$ cat src/rtl/ord_issuer.sv
// ord_issuer: allocates transaction IDs from an 8-entry pool and issues
// registered requests toward the ordering engine's RX side. IDs stay busy
// from acceptance until downstream retires them. Illegal retires set a
// sticky error flag.
module ord_issuer #(
  // Maximum number of IDs that may be outstanding at once (1..8)
  parameter int MAX_OUT = 8
) (
  input  logic        clk,
  input  logic        reset,
  input  logic        req_valid_i,
  input  logic [15:0] req_payload_i,
  input  logic        req_order_i,
  output logic        req_ready_o,
  output logic        rx_valid_o,
  output logic [2:0]  rx_id_o,
  output logic [15:0] rx_payload_o,
  output logic        rx_order_o,
  input  logic        rx_ready_i,
  input  logic        rx_ret_i,
  input  logic [2:0]  rx_ret_id_i,
  output logic [3:0]  outstanding_o,
  output logic        idle_o,
  output logic        err_o
);

  localparam logic [3:0] MaxOutW = 4'(MAX_OUT);

  logic [7:0]  r_busy;
  logic [3:0]  r_count;
  logic        r_rxValid;
  logic [2:0]  r_rxId;
  logic [15:0] r_rxPayload;
  logic        r_rxOrder;
  logic        r_err;

  logic        w_anyFree;
  logic        w_capOk;
  logic        w_pipeFree;
  logic        w_ready;
  logic        w_accept;
  logic [2:0]  w_freeId;
  logic        w_retHit;
  logic        w_retOk;
  logic        w_retBad;
  logic [7:0]  w_setMask;
  logic [7:0]  w_clrMask;
  logic [7:0]  w_busyNext;
  logic [3:0]  w_countNext;

  // Acceptance depends only on registered state plus the downstream ready,
  // and is forced low while reset is held so nothing slips in during reset.
  assign w_anyFree  = ~(&r_busy);
  assign w_capOk    = r_count < MaxOutW;
  assign w_pipeFree = ~r_rxValid | rx_ready_i;
  assign w_ready    = w_anyFree & w_capOk & w_pipeFree & ~reset;
  assign w_accept   = req_valid_i & w_ready;

  // A retire is only honoured for a busy ID that is not the one still
  // waiting in the output register; anything else is a protocol error.
  assign w_retHit = r_rxValid & (r_rxId == rx_ret_id_i);
  assign w_retOk  = rx_ret_i & r_busy[rx_ret_id_i] & ~w_retHit;
  assign w_retBad = rx_ret_i & ~w_retOk;

  assign w_setMask  = w_accept ? (8'b1 << w_freeId) : 8'b0;
  assign w_clrMask  = w_retOk ? (8'b1 << rx_ret_id_i) : 8'b0;
  assign w_busyNext = (r_busy & ~w_clrMask) | w_setMask;

  // Lowest-index free ID, taken from the registered bitmap so an ID freed
  // this cycle only becomes allocatable on the next one.
  always_comb begin
    w_freeId = 3'd0;
    for (int i = 7; i >= 0; i--) begin
      if (!r_busy[i]) begin
        w_freeId = 3'(i);
      end
    end
  end

  // Population count of the next bitmap, so the outstanding count is a
  // plain register that always matches the busy bits.
  always_comb begin
    w_countNext = 4'd0;
    for (int i = 0; i < 8; i++) begin
      w_countNext = w_countNext + {3'b000, w_busyNext[i]};
    end
  end

  // Busy bitmap, outstanding count and sticky error flag.
  always_ff @(posedge clk or posedge reset) begin
    if (reset) begin
      r_busy  <= 8'd0;
      r_count <= 4'd0;
      r_err   <= 1'b0;
    end else begin
      r_busy  <= w_busyNext;
      r_count <= w_countNext;
      if (w_retBad) begin
        r_err <= 1'b1;
      end
    end
  end

  // Output stage: load on acceptance, drop after a handshake with nothing
  // new behind it, otherwise hold everything stable.
  always_ff @(posedge clk or posedge reset) begin
    if (reset) begin
      r_rxValid   <= 1'b0;
      r_rxId      <= 3'd0;
      r_rxPayload <= 16'd0;
      r_rxOrder   <= 1'b0;
    end else if (w_accept) begin
      r_rxValid   <= 1'b1;
      r_rxId      <= w_freeId;
      r_rxPayload <= req_payload_i;
      r_rxOrder   <= req_order_i;
    end else if (r_rxValid && rx_ready_i) begin
      r_rxValid   <= 1'b0;
    end
  end

  assign req_ready_o   = w_ready;
  assign rx_valid_o    = r_rxValid;
  assign rx_id_o       = r_rxId;
  assign rx_payload_o  = r_rxPayload;
  assign rx_order_o    = r_rxOrder;
  assign outstanding_o = r_count;
  assign idle_o        = (r_count == 4'd0) & ~r_rxValid;
  assign err_o         = r_err;

endmodule

$ cat config.mk
export PLATFORM = sky130hd
export DESIGN_NAME = ord_issuer
export DESIGN_NICKNAME = d
export VERILOG_FILES = /design/src/rtl/ord_issuer.sv
export SDC_FILE = /design/constraint.sdc
export NUM_CORES = 1
export LEC_CHECK = 0
export CORE_MARGIN = 5
export CORE_UTILIZATION = 50
export DETAILED_ROUTE_END_ITERATION = 8
export GPL_TIMING_DRIVEN = 0
export HOLD_SLACK_MARGIN = 0.06
export MAX_ROUTING_LAYER = met4
export PLACE_DENSITY = 0.85
export SYNTH_ARGS = -nofsm -noshare
export SYNTH_HDL_FRONTEND = slang
export SYNTH_SLANG_ARGS = --single-unit
$ cat constraint.sdc
create_clock -name clk -period 5.4 [get_ports clk]
set_input_delay 0.81 -clock clk [delete_from_list [all_inputs] [get_ports clk]]
set_output_delay 0.81 -clock clk [all_outputs]
set_load 0.005 [all_outputs]
==> reports/metrics.cfg <==
[logic_synthesis]
yosysWarnings=0
synth_nets=169
synth_edf_count=0
netlist_instances=137
yosysSeqAreaShare=0.489
synth_ff_type=dfrtp_1
ys_ff_latch=34
async_flop_share=1.00
avgSynthCellArea_um2=12.7
syn_area_um2=1740
synth_cell_types=41

[floorplan]
num_rows=21
ios=53
core_um2=3360
die_area_um2=4760
die_h_um=69
die_x_um=69
start_util=0.517

[critical_path]
timing.rr.end=outstanding_o[2]
timing.rr.start=r_busy[1]
cpPeakStageDelay_ns=0.56
crit_path_end_kind=register
cp_top_family=adder cells
crit_chain=clkdlybuf4s50_1 > xnor2_1 > nand4_1 > nand2_1 > nor2_1 > a31oi_1 > fa_1 > inv_1 > fa_1 > fa_1 > inv_1 > ha_1 > fa_1 > xor2_1
crit_arrival_ns=4.54
reg2regPathDepth=12
crit_slowest_cell=fa_1
reg2reg_slack_ns=1.53
worstPathMaxFanout=4
path_buf_inv=3
worstSetupPathType=in2reg
cpMostUsedCell=fa_1
startpoint_type=input port
required_ns=5.62

[sta]
final.setup.tns_ns=0
rsz0062_at_grt=false
relSlewSlack=0.541
drv_slew=0
finalCritPeriodShare=0.801
max_freq_mhz=231
final.setup_skew_ns=0.00451
hold_viol_final=0
min_period_ns=4.32
setup_viol=0
worst_pin_slew_ns=0.688

[power]
max-vdd-ir-drop_mv=0.541
p_total_uw=1200
cellLeakagePower_uw=0.00101
power_density_nw_per_um2=509

[layout]
areaGrowthSynthToFinish_pct=35.5
regArea_um2=851
drive_gt1_frac=0.179
nNetsFinal=226
antennaDiodeCount=0
multi_input_area_um2=820
layout_common_cells=clkdlybuf4s50_1 (50), dfrtp_1 (34), mux2_4 (10)
fin_util=0.701
final_cells=241
final_common_cell=clkdlybuf4s50_1
fillers=253

[route]
via_per_inst=5.36
route.antenna.remaining_nets=0
drt_iter0_markers=65
drc=0
wl_per_cell_um=16.1
drt-total-wl_um=3880
vias=1292
dr.pass1.iters=6

[worst_hold_path]
hold_start=err_o
hold_path_depth=1
hold_end=err_o
hp-class=reg2reg

[clock_network]
clockBufferDepth=2
root_buffer=clkbuf_4
clock_latency_ns=0.33
ctsResizeCount=0
cts_made_buffers=5
cts_setup_buffers=0
cts_tree=yes
ctsHoldBuffers=0
numClockSinks=34
h-tree-depth=2
clkTransAtPathRegs_ns=0.10

[placed_design]
dp_hpwl_um=3000
place.gp.congestion=0.897
place_inst=233
portBuffers=50

[global_routing]
grt_usage=0.174
grt-ovfl-total=0
antenna_found_initial=0
grt_start_max_net_pins=35
grt_pass1_vias=1366
grt_pass1_wl_um=6540

[job]
max_cap_viol_count=0

[status]
status=finished, final reports clean

[registers in the layout, summed over array words and instances (netlist names)]
signal,flops
rx_payload_o,16
r_busy,8
rx_id_o,3
rx_valid_o,1
outstanding_o,4
err_o,1
rx_order_o,1
[how the worst max path moves through the flow]
| stage | from | end | slack [ns] | cells after the start |
|---|---|---|---|---|
| final | rx_ret_id_i[2] | outstanding_o[2] | 1.08 | 14 |
| after global routing | rx_ret_id_i[2] | outstanding_o[2] | 0.89 | 14 |
| after CTS | rx_ret_id_i[2] | outstanding_o[2] | 1.11 | 14 |
| after detailed placement | rx_ret_id_i[2] | outstanding_o[2] | 0.76 | 14 |
| after global placement | rx_ret_id_i[2] | outstanding_o[2] | 0.83 | 14 |
| after floorplan | rx_ret_id_i[0] | outstanding_o[2] | 1.25 | 13 |
[synth_stat cells (2+ instances only)]
master | instances | share of area
nand2_1 | 9 | 0.019
mux2_4 | 10 | 0.086
o21ai_0 | 2 | 0.0058
nand4_1 | 4 | 0.014
o21a_1 | 2 | 0.0086
mux2_2 | 9 | 0.058
or4_1 | 2 | 0.0086
xnor2_1 | 3 | 0.015
inv_1 | 9 | 0.019
a21oi_1 | 2 | 0.0058
ha_1 | 3 | 0.022
dfrtp_1 | 34 | 0.49
fa_1 | 4 | 0.046
a21boi_1 | 2 | 0.0086
and2_1 | 2 | 0.0072
nor2_1 | 4 | 0.0086
a31oi_1 | 6 | 0.022
o21ai_1 | 2 | 0.0058
nand2b_1 | 4 | 0.014
o31ai_1 | 3 | 0.013
[metal layers]
metal	up-vias	wire length (µm)	GRT usage
li1	604	-	-
met1	620	1680	0.212
met2	63	1910	0.289
met3	5	269	0.0407
met4	0	33	0.0456
met5	-	0	-
[cell families after synthesis]
group           Yosys count  share of synthesized area
compound gates           25                     0.0999
xor+xnor                  4                     0.0201
fa+ha+maj                 7                     0.0676
buf+inv                  12                     0.0403
flops                    34                      0.489
mux                      21                      0.173
simple gates             34                      0.111
[layout make-up]
cell class / instances / area share
clock inverter: 1 / 0.00212
timing repair buffer: 50 / 0.212
multi-input combinational: 91 / 0.347
clock buffer: 7 / 0.0233
tap: 46 / 0.0244
buffer: 3 / 0.0154
sequential: 34 / 0.361
inverter: 9 / 0.0143
[metrics by stage]
step	hold WS, ns	worst slack (ns)	area [µm²]
CTS	0.483	1.11	2360
detailed placement	0.459	0.762	2300
finish	0.482	1.08	2360
global placement	0.448	0.828	2300
floorplan	0.451	1.25	1740
global route	0.487	0.895	2360
[power breakdown]
group          total [µW]  switching (µW)  internal [µW]
clock                 144            80.7           63.1
combinational         628             278            351
sequential            428            77.9            350
total                1200             436            764
(Power assumes the default switching activity.)
